--- config.mk ---
export PLATFORM = sky130hd
export DESIGN_NAME = sparse_compressor_4to2_flat
export DESIGN_NICKNAME = d
export VERILOG_FILES = /design/src/rtl/sparse_compressor_4to2_if.sv /design/src/rtl/sparse_compressor_4to2.sv /design/src/flat_wrapper.sv
export SDC_FILE = /design/constraint.sdc
export NUM_CORES = 1
export LEC_CHECK = 0
export CORE_ASPECT_RATIO = 1.5
export CORE_MARGIN = 1.5
export CORE_UTILIZATION = 51
export DETAILED_ROUTE_END_ITERATION = 16
export PLACE_DENSITY = 0.74
export SLEW_MARGIN = 10
export SYNTH_ARGS = -nofsm -noshare
export SYNTH_HDL_FRONTEND = slang
export SYNTH_SLANG_ARGS = --single-unit
--- constraint.sdc ---
create_clock -name clk -period 6.1 [get_ports clk]
set_input_delay 1.22 -clock clk [delete_from_list [all_inputs] [get_ports clk]]
set_output_delay 1.22 -clock clk [all_outputs]
set_load 0.05 [all_outputs]
--- src/rtl/sparse_compressor_4to2_if.sv ---
// Dense-in / packed-out stream bundle for the 2:4 sparse compressor.
// The compressor is the slave on both halves; the producer/consumer side is the master.
interface sparse_compressor_4to2_if #(
    parameter int W = 16
);
    logic           in_valid;
    logic           in_ready;
    logic [4*W-1:0] dense_vals;
    logic           out_valid;
    logic           out_ready;
    logic [2*W-1:0] packed_vals;
    logic [3:0]     mask;

    modport master (
        output in_valid,
        output dense_vals,
        output out_ready,
        input  in_ready,
        input  out_valid,
        input  packed_vals,
        input  mask
    );

    modport slave (
        input  in_valid,
        input  dense_vals,
        input  out_ready,
        output in_ready,
        output out_valid,
        output packed_vals,
        output mask
    );
endinterface

--- src/rtl/sparse_compressor_4to2.sv ---
// 2:4 structured-sparsity compressor: keeps the two largest-magnitude elements of a
// dense 4-element block, two-stage pipeline with valid/ready and a lossy-block counter.
module sparse_compressor_4to2 #(
    parameter int W  = 16,
    parameter int CW = 16
) (
    input  logic                 clk,
    input  logic                 rst,
    sparse_compressor_4to2_if.slave bus,
    output logic [CW-1:0]        lossy_cnt,
    input  logic                 cnt_clear
);

    logic         stall;
    logic         accept;

    logic         s1_valid;
    logic [W-1:0] s1_raw [4];
    logic [W-1:0] s1_mag [4];
    logic [2:0]   s1_nz;

    logic         s2_lossy;

    logic [W-1:0] in_elem [4];
    logic [W-1:0] in_mag  [4];
    logic [2:0]   in_nz;

    logic [3:0]   sel_keep;
    logic [W-1:0] sel_hi;
    logic [W-1:0] sel_lo;
    logic         sel_lossy;

    assign stall       = bus.out_valid && !bus.out_ready;
    // S1 may refill while S2 is stalled as long as S1 itself is empty.
    assign bus.in_ready = !stall || !s1_valid;
    assign accept      = bus.in_valid && bus.in_ready;

    // Magnitude as W-bit unsigned; -2^(W-1) wraps to 2^(W-1), which fits.
    always_comb begin
        in_nz = '0;
        for (int unsigned i = 0; i < 4; i++) begin
            in_elem[i] = bus.dense_vals[i*W +: W];
            in_mag[i]  = in_elem[i][W-1] ? (~in_elem[i] + W'(1)) : in_elem[i];
            in_nz      = in_nz + 3'(in_elem[i] != '0);
        end
    end

    // Each element counts how many others it outranks; equal magnitudes go to the
    // lower index, so the order is strict and exactly two elements score >= 2.
    always_comb begin
        logic [1:0] wins;
        sel_keep = '0;
        for (int unsigned i = 0; i < 4; i++) begin
            wins = '0;
            for (int unsigned j = 0; j < 4; j++) begin
                if (i != j) begin
                    if ((s1_mag[i] > s1_mag[j]) || ((s1_mag[i] == s1_mag[j]) && (i < j))) begin
                        wins = wins + 2'd1;
                    end
                end
            end
            sel_keep[i] = (wins >= 2'd2);
        end
    end

    // Lower kept position goes to the upper half of the packed word.
    always_comb begin
        logic found;
        found  = 1'b0;
        sel_hi = '0;
        sel_lo = '0;
        for (int unsigned i = 0; i < 4; i++) begin
            if (sel_keep[i]) begin
                if (!found) begin
                    sel_hi = s1_raw[i];
                    found  = 1'b1;
                end else begin
                    sel_lo = s1_raw[i];
                end
            end
        end
    end

    assign sel_lossy = (s1_nz > 3'd2);

    always_ff @(posedge clk) begin
        if (accept) begin
            for (int unsigned i = 0; i < 4; i++) begin
                s1_raw[i] <= in_elem[i];
                s1_mag[i] <= in_mag[i];
            end
            s1_nz <= in_nz;
        end
    end

    always_ff @(posedge clk) begin
        if (rst) begin
            s1_valid        <= 1'b0;
            bus.out_valid   <= 1'b0;
            bus.packed_vals <= '0;
            bus.mask        <= '0;
            s2_lossy        <= 1'b0;
        end else begin
            if (bus.in_ready) begin
                s1_valid <= bus.in_valid;
            end
            if (!stall) begin
                bus.out_valid <= s1_valid;
                if (s1_valid) begin
                    bus.packed_vals <= {sel_hi, sel_lo};
                    bus.mask        <= sel_keep;
                    s2_lossy        <= sel_lossy;
                end
            end
        end
    end

    always_ff @(posedge clk) begin
        if (rst || cnt_clear) begin
            lossy_cnt <= '0;
        end else if (bus.out_valid && bus.out_ready && s2_lossy && (lossy_cnt != '1)) begin
            lossy_cnt <= lossy_cnt + CW'(1);
        end
    end

endmodule

--- src/flat_wrapper.sv ---
// flat-port wrapper written by rule: the top's interface ports become plain ports
module sparse_compressor_4to2_flat 
#(
    parameter int W  = 16,
    parameter int CW = 16
)
  (clk, rst, lossy_cnt, cnt_clear, bus_in_valid, bus_dense_vals, bus_out_ready, bus_in_ready, bus_out_valid, bus_packed_vals, bus_mask);
  sparse_compressor_4to2_if #(.W(W)) bus_i ();
  input  logic clk;
  input  logic rst;
  output logic [CW-1:0] lossy_cnt;
  input  logic cnt_clear;
  input wire logic [$bits(bus_i.in_valid)-1:0] bus_in_valid;
  input wire logic [$bits(bus_i.dense_vals)-1:0] bus_dense_vals;
  input wire logic [$bits(bus_i.out_ready)-1:0] bus_out_ready;
  output wire logic [$bits(bus_i.in_ready)-1:0] bus_in_ready;
  output wire logic [$bits(bus_i.out_valid)-1:0] bus_out_valid;
  output wire logic [$bits(bus_i.packed_vals)-1:0] bus_packed_vals;
  output wire logic [$bits(bus_i.mask)-1:0] bus_mask;
  assign bus_i.in_valid = bus_in_valid;
  assign bus_i.dense_vals = bus_dense_vals;
  assign bus_i.out_ready = bus_out_ready;
  assign bus_in_ready = bus_i.in_ready;
  assign bus_out_valid = bus_i.out_valid;
  assign bus_packed_vals = bus_i.packed_vals;
  assign bus_mask = bus_i.mask;
  sparse_compressor_4to2 #(.W(W), .CW(CW)) u_core (.clk(clk), .rst(rst), .bus(bus_i), .lossy_cnt(lossy_cnt), .cnt_clear(cnt_clear));
endmodule
Yosys cells after proc, flatten, opt, wreduce, memory -nomap -nowiden. Memory sizes are Yosys's and may differ from the RTL's. Index checks and enable logic that the tools add are counted.

Bitwise gates (word level): 5. Equal/unequal tests: 7. Mux-type cells: 34. $add $sub $neg: 16. Magnitude comparators: 17. Reductions and logical operators: 21.

Operators with widths (count): 16-bit 2-to-1 mux (17); 16-bit greater-than comparator (12); 16-bit == test (6); 16-bit by 1-bit adder with 16-bit output (second input constant) (5); 16-bit NOT (4); 16-bit nonzero test (4); 2-bit 2-to-1 mux (8); 16-bit != test (second input constant) (1); 1-bit 2-to-1 mux (9); 1-bit by 1-bit adder with 2-bit output (second input constant) (4); 2-bit by 1-bit adder with 2-bit output (second input constant) (4); 2-bit greater-or-equal comparator (second input constant) (4); 1-bit logical OR (8); 3-bit by 1-bit adder with 3-bit output (2); 1-bit logical AND (5); 3-bit by 2-bit greater-than comparator with 1-bit output (second input constant) (1); 1-bit logical NOT (3); 1-bit by 1-bit adder with 2-bit output (1); 2-bit AND reduction (1); 1-bit NOT (1).

Memories kept: 2. Output and inout port bits: 54. Register bits after elaboration: 58. Bits in writable memories: 128.

Memories: u_core.s1_mag (depth 4, width 16, read ports 4, clocked after Yosys merged registers in 0, wr ports 4, line sparse_compressor_4to2.sv:19) `logic [W-1:0] s1_mag [4];`; u_core.s1_raw (depth 4, width 16, read ports 4, clocked after Yosys merged registers in 0, wr ports 4, line sparse_compressor_4to2.sv:18) `logic [W-1:0] s1_raw [4];`.

Longest topological paths before layout. Gate-level depths: netlist (run 1). An unclocked memory read counts as a cell.

Depth after elaboration: 16. Gate-level depth with buffers: 12.

Worst setup path after synthesis (run 1). No wires, ideal clock.

Path kind: input to register. Start point: input port bus_out_ready. End point: memory u_core.s1_mag[0][0], enable pin. Buffers on the path: 0. Stages: 3. Data arrival time: 4.654 ns. Required time: 5.599 ns. Path slack: 0.945 ns. Cells stage by stage: nor2b_1 nand2_1 and2_1.

RTL lines: start: declaration (line flat_wrapper.sv:15) `input wire logic [$bits(bus_i.out_ready)-1:0] bus_out_ready;`; end: declaration (line sparse_compressor_4to2.sv:19).

==> Implementation_results.wiki, run 1 <==
{| class="wikitable"
! Metric !! Value
|-
| Worst Setup End Kind || flip-flop
|-
| Net switching power || 1.04 mW
|-
| P_int || 2.24 mW
|-
| Time the final worst path needs with I/O delays and setup || 4.42 ns
|-
| Area growth, synth to finish || 20.0%
|-
| Yosys warning count || 0
|-
| Portion of the post-synthesis area used by sequential elements || 47.9%
|-
| Final nets || between 1k and 1.5k
|-
| Routability congestion estimate || approximately 0.94
|-
| Via/cell ratio || between 6 and 7
|-
| Remaining max-slew budget at the tightest pin || 22.5%
|-
| Cell area after synthesis || between 10,000 and 15,000 um2
|-
| Largest net degree at the start of global routing || ~130
|-
| GRT Residual Overflow || 0
|-
| Static leakage || roughly 4.6 nW
|-
| Peak per-stage delay on the critical path || 0.98 ns
|-
| Total power after layout || 3.28 mW
|-
| Mean post-synth cell area || 10.7 um2
|-
| Flip-flop and latch count after synthesis || 182
|-
| Final Hold Violating Endpoints || 0
|-
| Tcrit/Tclk final || between 70% and 80%
|-
| Yosys cell types || 58
|-
| Combined flip-flop and latch cell area || 4910 um2
|-
| Global router's overall resource usage || 29.5%
|-
| Worst EP arrival || approximately 4.8 ns
|-
| Die H || about 180 um
|-
| Number of gates resized after cts || 0
|-
| Initial antenna violation count || 0
|-
| Fraction of final layout cells sized beyond drive strength 1 || 6.07%
|-
| Worst clock skew on the final layout || 0.0108 ns
|-
| Sink count of the clock tree || ~180
|-
| Core area || ~20,000 um2
|-
| Transition time at the pin with the least slew margin || between 1 and 1.5 ns
|-
| Run status || complete, no violations
|-
| Clock Latency Late Sink || 0.45 ns
|-
| Number of H-tree branching levels || 4
|-
| RSZ-0062 raised after global routing || false
|-
| Total power per unit cell area || 266 nW/um2
|-
| Largest fanout of any net on the critical path || 20
|-
| Slew Viols, Final || 0
|-
| Number of endpoints failing setup at the final stage || 0
|-
| Critical path cell sequence || ha_1 -> nand4_1 -> or4_1 -> a31oi_1 -> nor3_1 -> maj3_1 -> a21oi_2 -> a22oi_1 -> o211ai_2
|-
| Launch instance of the worst min-delay path || u_core.bus.packed_vals[29]
|-
| Sw frac || between 30% and 40%
|-
| Post-Syn Nets || ~1.1k
|-
| Antenna viol nets, final || 0
|-
| Half-perimeter wire length of the detailed placement result || 23,200 um
|-
| Peak VDD IR || 0.000271 V
|-
| Source of the critical timing path || u_core.s1_mag[0][15]
|-
| Crit path launch type || flip-flop
|-
| Synthesized instance count || 955
|-
| Number of flops mapped to enable cells by yosys || 127
|-
| I/O pins || 123
|-
| Classification of the worst-slack hold path || reg2reg
|-
| Count of unresolved DRC violations after routing || 0
|-
| Critical path class || reg2reg
|-
| Multi-input combinational cell area || 4950 um2
|-
| CTS buffer count || 17
|-
| Critical Path Slowest Stage Cell || a21oi_2
|-
| Data required time at the worst endpoint || 6.47 ns
|-
| DRT Pass-1 Iters || 5
|-
| Number of buffers between clock root and the deepest sink || 2
|-
| Part of the power in registers || 45.7%
|-
| Crit path buf inv count || 0
|-
| Via count of the first global-routing pass || 7,914
|-
| Sum of routed wire length over all layers || 30,300 um
|-
| Share of async-settable or async-resettable flops after synthesis || 0%
|-
| First-pass GRT wire length || 45,400 um
|-
| Commonest register cell after synthesis || edfxtp_1
|-
| Chip width || 119 um
|-
| Site row count || 63
|-
| CTS tree || yes
|-
| Initial core utilization || 51.9%
|-
| Highest Clock Rate || 226 MHz
|-
| Clk slew on worst S/H paths || 0.07 ns
|-
| Clock root buffer || clkbuf_16
|-
| Worst reg2reg path startpoint || u_core.s1_mag[0][15]
|-
| Count of buffers inserted at the top-level ports || 122
|-
| Final Hold Slack || 0.465 ns
|-
| Max capacitance violation total || 0
|-
| Total negative slack || 0 ns
|-
| Wire length per cell || 22.5 um
|-
| Portion of total power attributed to the clock network || 31.6%
|-
| Iter 0 DRT Violations || 575
|-
| Number of vias in the routed layout || 8,280
|-
| Post-CTS Setup Repair Bufs || 0
|-
| # hold bufs at CTS || 0
|-
| Worst path top cell family by delay || compound AO/OA/AOI/OAI gates
|-
| Die area || 21,000 um2
|-
| Fraction of power consumed by combinational cells || 22.7%
|-
| Number of inserted filler cells in the final layout || 1,643
|-
| Number of diodes added for antenna fixing || 0
|}
[per-stage QoR]
| step | area, um2 | util [%] | worst slack (ns) | instances |
|---|---|---|---|---|
| 3_3_place_gp | 11800 | 59.5 | 1.55 | 1316 |
| 4_1_cts | 12300 | 62.2 | 1.76 | 1348 |
| 6_report | 12300 | 62.2 | 1.68 | 1348 |
| 5_1_grt | 12300 | 62.2 | 1.58 | 1348 |
| 2_1_floorplan | 10300 | - | 0.945 | 955 |
| 3_5_place_dp | 11800 | 59.5 | 1.49 | 1316 |
[synthesized netlist by cell type, drive strengths merged (22+ instances only)]
master  number  area share (%)
nor2        47             1.7
ha         103              13
a21oi       48             2.4
nand2       88             3.2
inv         74             2.7
xnor2       57             4.9
edfxtp     127              37
clkbuf      22            0.80
dfxtp       55              11
nor3        25             1.2
o21ai       35             1.7
o31ai       32             2.3
[registers in the layout, summed over array words and instances (netlist names)]
| register | cells |
|---|---|
| u_core.bus.mask | 4 |
| u_core.bus.out_valid | 1 |
| u_core.bus.packed_vals | 32 |
| u_core.lossy_cnt | 16 |
| u_core.s1_mag | 64 |
| u_core.s1_nz | 3 |
| u_core.s1_raw | 60 |
| u_core.s1_valid | 1 |
| u_core.s2_lossy | 1 |
[per-layer routing]
metal  up-vias  global-route usage (%)  wire, um
li1       3858                       -         -
met1      4034                    33.9     11700
met2       317                    52.1     15500
met3        71                    4.48      1450
met4         0                    17.5      1680
met5         -                       0         0
[worst min-delay path, stage by stage (launching register included)]
cell     delay, ns
dfxtp_1       0.32
nand2_1       0.05
o31ai_1       0.05
[layout by cell type, fill, tap and decap left out, drive strengths merged, types with 6 or more instances in the layout]
cell,n
xor2,6
clkdlybuf4s50,122
o211ai,18
nor2b,8
o221ai,17
nor3,25
buf,8
nor2,47
a21o,7
nand4,20
nand2,88
a22oi,16
or3,13
dfxtp,55
o2111ai,16
o31ai,32
nand2b,11
o41ai,8
inv,75
xnor2,57
a21oi,48
clkinv,7
ha,103
edfxtp,127
nor4,11
or4,10
nand3,15
clkbuf,23
o21ai,35
[worst paths after layout]
path | endpoint | slack (ns) | cells past startpoint
max | u_core.bus.packed_vals[7] | 1.68 | 9
min | u_core.bus.packed_vals[29] | 0.46 | 2
max reg2reg | u_core.bus.packed_vals[7] | 1.68 | 9
min reg2reg | u_core.bus.packed_vals[29] | 0.46 | 2
[final cells by class]
type                       count  share of cell area [%]
clock buffer                  23                    3.88
clock inverter                 9                   0.569
inverter                      74                    2.26
multi-input combinational    670                    40.2
sequential                   182                    39.9
tap                          260                    2.64
timing repair buffer         130                    10.5
[power by group through the flow]
stage                     Clock, mW  Sequential (mW)  Combinational, mW
after floorplan                   0             1.57              0.392
after global placement            0             1.52              0.720
after detailed placement          0             1.52              0.732
after CTS                      1.05             1.49              0.737
after global routing           1.10             1.50              0.804
final                          1.04             1.50              0.745
[cells by family (layout without fill, tap and decap cells)]
logic type / count (synthesis) / in the layout / share of synthesized area [%]
flops: 182 / 182 / 47.9
fa+ha+maj: 109 / 109 / 13.3
compound gates: 229 / 229 / 16.3
mux: 1 / 1 / 0.0976
simple gates: 268 / 268 / 13.1
buf+inv: 103 / 236 / 3.96
xor+xnor: 63 / 63 / 5.38
Power figures use the tool's default switching activity.
==> inputs of run 2 (changes only) <==
--- a/config.mk
+++ b/config.mk
@@ -9,7 +9,7 @@
 export CORE_MARGIN = 1.5
 export CORE_UTILIZATION = 51
 export DETAILED_ROUTE_END_ITERATION = 16
-export PLACE_DENSITY = 0.74
+export PLACE_DENSITY = 0.77
 export SLEW_MARGIN = 10
 export SYNTH_ARGS = -nofsm -noshare
 export SYNTH_HDL_FRONTEND = slang
==> constraint.sdc (replaced) <==
create_clock -name clk -period 3.84 [get_ports clk]
set_input_delay 0.768 -clock clk [delete_from_list [all_inputs] [get_ports clk]]
set_output_delay 0.768 -clock clk [all_outputs]
set_load 0.05 [all_outputs]
==> Implementation_results.wiki, run 2 (synthesis gave the netlist of run 1 again) <==
{| class="wikitable"
! Metric !! Value
|-
| Antenna viol nets, final || 0
|-
| Worst clock skew on the final layout || 0.0122 ns
|-
| Transition time at the pin with the least slew margin || between 0.8 and 0.9 ns
|-
| Max capacitance violation total || 0
|-
| Global router's overall resource usage || slightly below 30%
|-
| Classification of the worst-slack hold path || reg2reg
|-
| Clk slew on worst S/H paths || 0.07 ns
|-
| Number of standard cells in the final layout excluding fillers || 1,403
|-
| Clock Latency Late Sink || 0.45 ns
|-
| Multi-input combinational cell area || between 4000 and 5000 um2
|-
| I/O pins || 123
|-
| Area growth, synth to finish || 24.8%
|-
| Largest fanout of any net on the critical path || 16
|-
| Core area || 19,800 um2
|-
| Run status || complete, no violations
|-
| Fraction of final layout cells sized beyond drive strength 1 || a little over a tenth
|-
| Via/cell ratio || 6.11
|-
| Crit path launch type || flip-flop
|-
| Most frequent cells in the layout || edfxtp_1 (127), clkdlybuf4s50_1 (122), ha_1 (103)
|-
| Site row count || 63
|-
| Chip width || ~120 um
|-
| Flip-flop count of the largest register after layout || 64
|-
| Count of buffers inserted at the top-level ports || 122
|-
| Routability congestion estimate || between 0.9 and 1
|-
| DRT Pass-1 Iters || 6
|-
| Half-perimeter wire length of the detailed placement result || 23,400 um
|-
| Worst Setup End Kind || flip-flop
|-
| Remaining max-slew budget at the tightest pin || 40.7%
|-
| Largest registers || u_core.s1_mag (64), u_core.s1_raw (60), u_core.bus.packed_vals (32)
|-
| Static leakage || 4.91 nW
|-
| Number of vias in the routed layout || 8,571
|-
| Largest net degree at the start of global routing || 36
|-
| Total power per unit cell area || between 400 and 500 nW/um2
|-
| Time the final worst path needs with I/O delays and setup || 3.58 ns
|-
| GRT Residual Overflow || 0
|-
| Number of buffers between clock root and the deepest sink || 2
|-
| Wire length per cell || 21.9 um
|-
| CTS buffer count || 17
|-
| Area after DPL || 12,200 um2
|-
| Final Hold Violating Endpoints || 0
|-
| Slew Viols, Final || 0
|-
| Post-route standard cell area excluding fillers || 12,800 um2
|-
| Tcrit/Tclk final || between 90% and 100%
|-
| First-pass GRT wire length || approximately 47,000 um
|-
| Worst EP arrival || approximately 4 ns
|-
| # hold bufs at CTS || 0
|-
| Via count of the first global-routing pass || about 8.4k
|-
| Number of diodes added for antenna fixing || 0
|-
| Data required time at the worst endpoint || 4.15 ns
|-
| Number of inserted filler cells in the final layout || 1,590
|-
| Most common cell after layout, fill and taps aside || edfxtp_1
|-
| Number of H-tree branching levels || 4
|-
| Die area || 21,000 um2
|-
| Final nets || 1,304
|-
| Combined flip-flop and latch cell area || between 4000 and 5000 um2
|-
| Register with the most flip-flops || u_core.s1_mag
|-
| Utilization after layout || 64.7%
|-
| Iter 0 DRT Violations || slightly above 700
|-
| CTS tree || yes
|-
| Sum of routed wire length over all layers || approximately 30,000 um
|-
| Number of instances on the worst hold path || 2
|-
| Count of unresolved DRC violations after routing || 0
|-
| RSZ-0062 raised after global routing || false
|-
| Number of endpoints failing setup at the final stage || 0
|-
| Final Hold Slack || 0.456 ns
|-
| Initial antenna violation count || 0
|-
| Placed Instances || approximately 1.4k
|-
| Sink count of the clock tree || roughly 180
|-
| Highest Clock Rate || 279 MHz
|-
| Initial core utilization || 51.9%
|-
| R2R depth || 10
|-
| Die H || 177 um
|-
| Critical path class || reg2reg
|-
| Clock root buffer || clkbuf_16
|-
| Peak VDD IR || between 0.0003 and 0.0004 V
|-
| Total negative slack || 0 ns
|}
-- run 2: layer usage --
layer  up-vias  track usage, %  part of all wire, %  wire length (um)
li1       3965               -                    -                 -
met1      4085            34.3                   37             11500
met2       413            51.9                   50             15300
met3       108            4.57                  6.4              1970
met4         0            19.1                  6.5              2010
met5         -               0                    0                 0
-- run 2: metrics by stage --
stage	setup WS, ns	power (mW)
after floorplan	0.370	3.11
after global placement	-0.0763	3.58
after detailed placement	-0.135	3.60
after CTS	-0.00349	5.36
after global routing	0.0495	5.57
final	0.260	5.37
-- run 2: worst paths after layout --
| path | to | from | slack (ns) |
|---|---|---|---|
| hold reg to reg | u_core.bus.mask[3] | u_core.bus.mask[3] | 0.46 |
| setup reg to reg | u_core.bus.packed_vals[15] | u_core.s1_mag[1][5] | 0.26 |
| hold / removal | u_core.bus.mask[3] | u_core.bus.mask[3] | 0.46 |
| setup / recovery | u_core.bus.packed_vals[15] | u_core.s1_mag[1][5] | 0.26 |
-- run 2: area by class of cell --
class	count	share of cell area, %
Clock inverter	12	1.12
Clock buffer	19	3.46
Tap cell	260	2.54
Sequential cell	182	38.4
Multi-Input combinational cell	670	38.7
Inverter	74	2.17
Timing Repair Buffer	186	13.6
-- run 2: worst max-delay path, cell delays in order, from the launching register on --
cell and delay [ns]:
edfxtp_1 0.36, inv_1 0.15, ha_1 0.27, a21oi_1 0.19, o21ai_1 0.10, a221o_1 0.43
o31ai_1 0.64, nor4_2 0.18, a211o_1 0.37, o21ai_4 0.56, o211ai_1 0.19
-- run 2: where the power goes --
group	internal, mW	switching [mW]
Clock	0.984	0.789
Sequential	2.26	0.115
Combinational	0.468	0.760
Total	3.71	1.66
-- run 2: repair_timing --
| action | CTS | global route |
|---|---|---|
| gates resized for setup | 1 | 0 |
| setup endpoints to repair | 9 | 16 |
| buffers inserted | 0 | 2 |
| pin swaps | 1 | 1 |
==> inputs of run 3 (changes only) <==
--- a/config.mk
+++ b/config.mk
@@ -6,7 +6,6 @@
 export NUM_CORES = 1
 export LEC_CHECK = 0
 export CORE_ASPECT_RATIO = 1.5
-export CORE_MARGIN = 1.5
 export CORE_UTILIZATION = 51
 export DETAILED_ROUTE_END_ITERATION = 16
 export PLACE_DENSITY = 0.77
==> Implementation_results.wiki, run 3 (synthesis gave the netlist of run 1 again) <==
{| class="wikitable"
! Metric !! Value
|-
| Worst Setup End Kind || flip-flop
|-
| Initial antenna violation count || 0
|-
| Number of diodes added for antenna fixing || 0
|-
| Routability congestion estimate || 0.906
|-
| Slew Viols, Final || 0
|-
| Number of standard cells in the final layout excluding fillers || 1,403
|-
| CTS tree || yes
|-
| Worst reg2reg path startpoint || u_core.s1_mag[0][15]
|-
| Count of buffers inserted at the top-level ports || 122
|-
| Via count of the first global-routing pass || 8,491
|-
| Number of buffers between clock root and the deepest sink || 2
|-
| Time the final worst path needs with I/O delays and setup || 3.54 ns
|-
| GRT Residual Overflow || 0
|-
| Fraction of final layout cells sized beyond drive strength 1 || between 10% and 20%
|-
| Minimum setup slack among reg-to-reg paths || 0.34 ns
|-
| Run status || complete, no violations
|-
| Number of instances on the worst hold path || 2
|-
| R2R depth || 10
|-
| Clock Latency Late Sink || 0.44 ns
|-
| Die area || 20,700 um2
|-
| RSZ-0062 raised after global routing || false
|-
| Count of unresolved DRC violations after routing || 0
|-
| CTS buffer count || 17
|-
| Reg2Reg Capture Point || u_core.bus.packed_vals[6]
|-
| Classification of the worst-slack hold path || reg2reg
|-
| Clock root buffer || clkbuf_16
|-
| Remaining max-slew budget at the tightest pin || 48.1%
|-
| Antenna viol nets, final || 0
|-
| Register with the most flip-flops || u_core.s1_mag
|-
| Area after DPL || 12,200 um2
|-
| Number of inserted filler cells in the final layout || 1,588
|-
| Wire length per cell || roughly 21 um
|-
| Iter 0 DRT Violations || 680
|-
| Highest Clock Rate || 282 MHz
|-
| # hold bufs at CTS || 0
|-
| Number of gates resized after cts || 0
|-
| Crit path launch type || input port
|-
| Sum of routed wire length over all layers || 29,900 um
|-
| Initial core utilization || 52.1%
|-
| Half-perimeter wire length of the detailed placement result || 23,000 um
|-
| Largest registers || u_core.s1_mag (64), u_core.s1_raw (60), u_core.bus.packed_vals (32)
|-
| Via/cell ratio || 6.14
|-
| Peak VDD IR || ~0.0006 V
|-
| Launch instance of the worst min-delay path || u_core.bus.mask[2]
|-
| Critical path class || in2reg
|-
| Data required time at the worst endpoint || 4.03 ns
|-
| Max capacitance violation total || 0
|-
| First-pass GRT wire length || 45,300 um
|-
| Tcrit/Tclk final || 92.3%
|-
| Total power per unit cell area || approximately 420 nW/um2
|-
| Most frequent cells in the layout || edfxtp_1 (127), clkdlybuf4s50_1 (122), ha_1 (103)
|-
| Clk slew on worst S/H paths || 0.08 ns
|-
| Sink count of the clock tree || 182
|-
| Multi-input combinational cell area || approximately 4900 um2
|-
| Final nets || 1,303
|-
| Post-route standard cell area excluding fillers || 12,800 um2
|-
| Die H || ~180 um
|-
| Final Hold Violating Endpoints || 0
|-
| Largest fanout of any net on the critical path || 2
|-
| Post-CTS Setup Repair Bufs || 0
|-
| Most common cell after layout, fill and taps aside || edfxtp_1
|-
| Number of vias in the routed layout || 8,611
|-
| Flip-flop count of the largest register after layout || 64
|-
| Hold endpoint || u_core.bus.mask[2]
|-
| Final Hold Slack || 0.469 ns
|-
| Site row count || 63
|-
| Chip width || between 100 and 150 um
|-
| Largest net degree at the start of global routing || 57
|-
| Worst EP arrival || 3.73 ns
|-
| I/O pins || 123
|-
| Static leakage || about 4.9 nW
|-
| Global router's overall resource usage || 29.4%
|-
| Combined flip-flop and latch cell area || 4910 um2
|-
| Placed Instances || 1,371
|-
| Worst clock skew on the final layout || 0.0117 ns
|-
| Number of H-tree branching levels || 4
|-
| Number of endpoints failing setup at the final stage || 0
|-
| Total power after layout || 5.35 mW
|-
| DRT Pass-1 Iters || 5
|-
| Core area || around 20,000 um2
|-
| Transition time at the pin with the least slew margin || 0.774 ns
|-
| Area growth, synth to finish || 25.0%
|}
==> run 3: cell types whose count changed in the layout (fill, tap and decap cells not counted), sizes merged <==
cell / change
clkinv: +4
bufinv: -2
clkbuf: -2
inv: +2
buf: -1
clkinvlp: -1
==> run 3: through the flow <==
step,setup slack [ns],utilization [%],setup TNS [ns]
6_report,0.297,65.1,0
3_5_place_dp,-0.132,62.1,-0.167
3_3_place_gp,-0.0910,62.1,-0.0910
4_1_cts,0.323,65.1,0
5_1_grt,0.201,65.1,0
2_1_floorplan,0.370,-,0
==> run 3: power breakdown <==
group,total [mW],switching (mW),internal [mW]
clock network,1.72,0.847,0.871
logic,1.27,0.782,0.483
registers,2.36,0.108,2.25
==> run 3: per-layer routing <==
layer	vias to the layer above	global-route usage [%]	share of wire, %
li1	3981	-	-
met1	4078	32.3	36
met2	440	51.2	50
met3	112	5.55	7.1
met4	0	20.7	6.8
met5	-	0	0
==> run 3: worst max path at each step <==
| stage | endpoint | from | depth (start not counted) | slack, ns |
|---|---|---|---|---|
| floorplan | u_core.s1_nz[1] | bus_dense_vals[23] | 6 | 0.37 |
| global placement | u_core.s1_nz[1] | bus_dense_vals[23] | 7 | -0.09 |
| detailed placement | u_core.s1_nz[1] | bus_dense_vals[23] | 7 | -0.13 |
| CTS | u_core.s1_nz[1] | bus_dense_vals[23] | 7 | 0.32 |
| global route | u_core.bus.packed_vals[15] | u_core.s1_mag[0][15] | 10 | 0.20 |
| finish | u_core.s1_nz[1] | bus_dense_vals[23] | 7 | 0.30 |
==> run 3: area by class of cell <==
type	count	share of cell area [%]
Multi-Input combinational cell	670	38.6
Sequential cell	182	38.3
Timing Repair Buffer	185	13.8
Clock buffer	17	3.32
Tap cell	260	2.54
Inverter	74	2.17
Clock inverter	15	1.27
==> run 3: worst max-delay path: stages <==
cell             delay, ns
clkdlybuf4s50_1       0.41
or4_1                 0.53
or4_1                 0.44
or4_1                 0.54
ha_1                  0.35
fa_1                  0.40
ha_1                  0.29
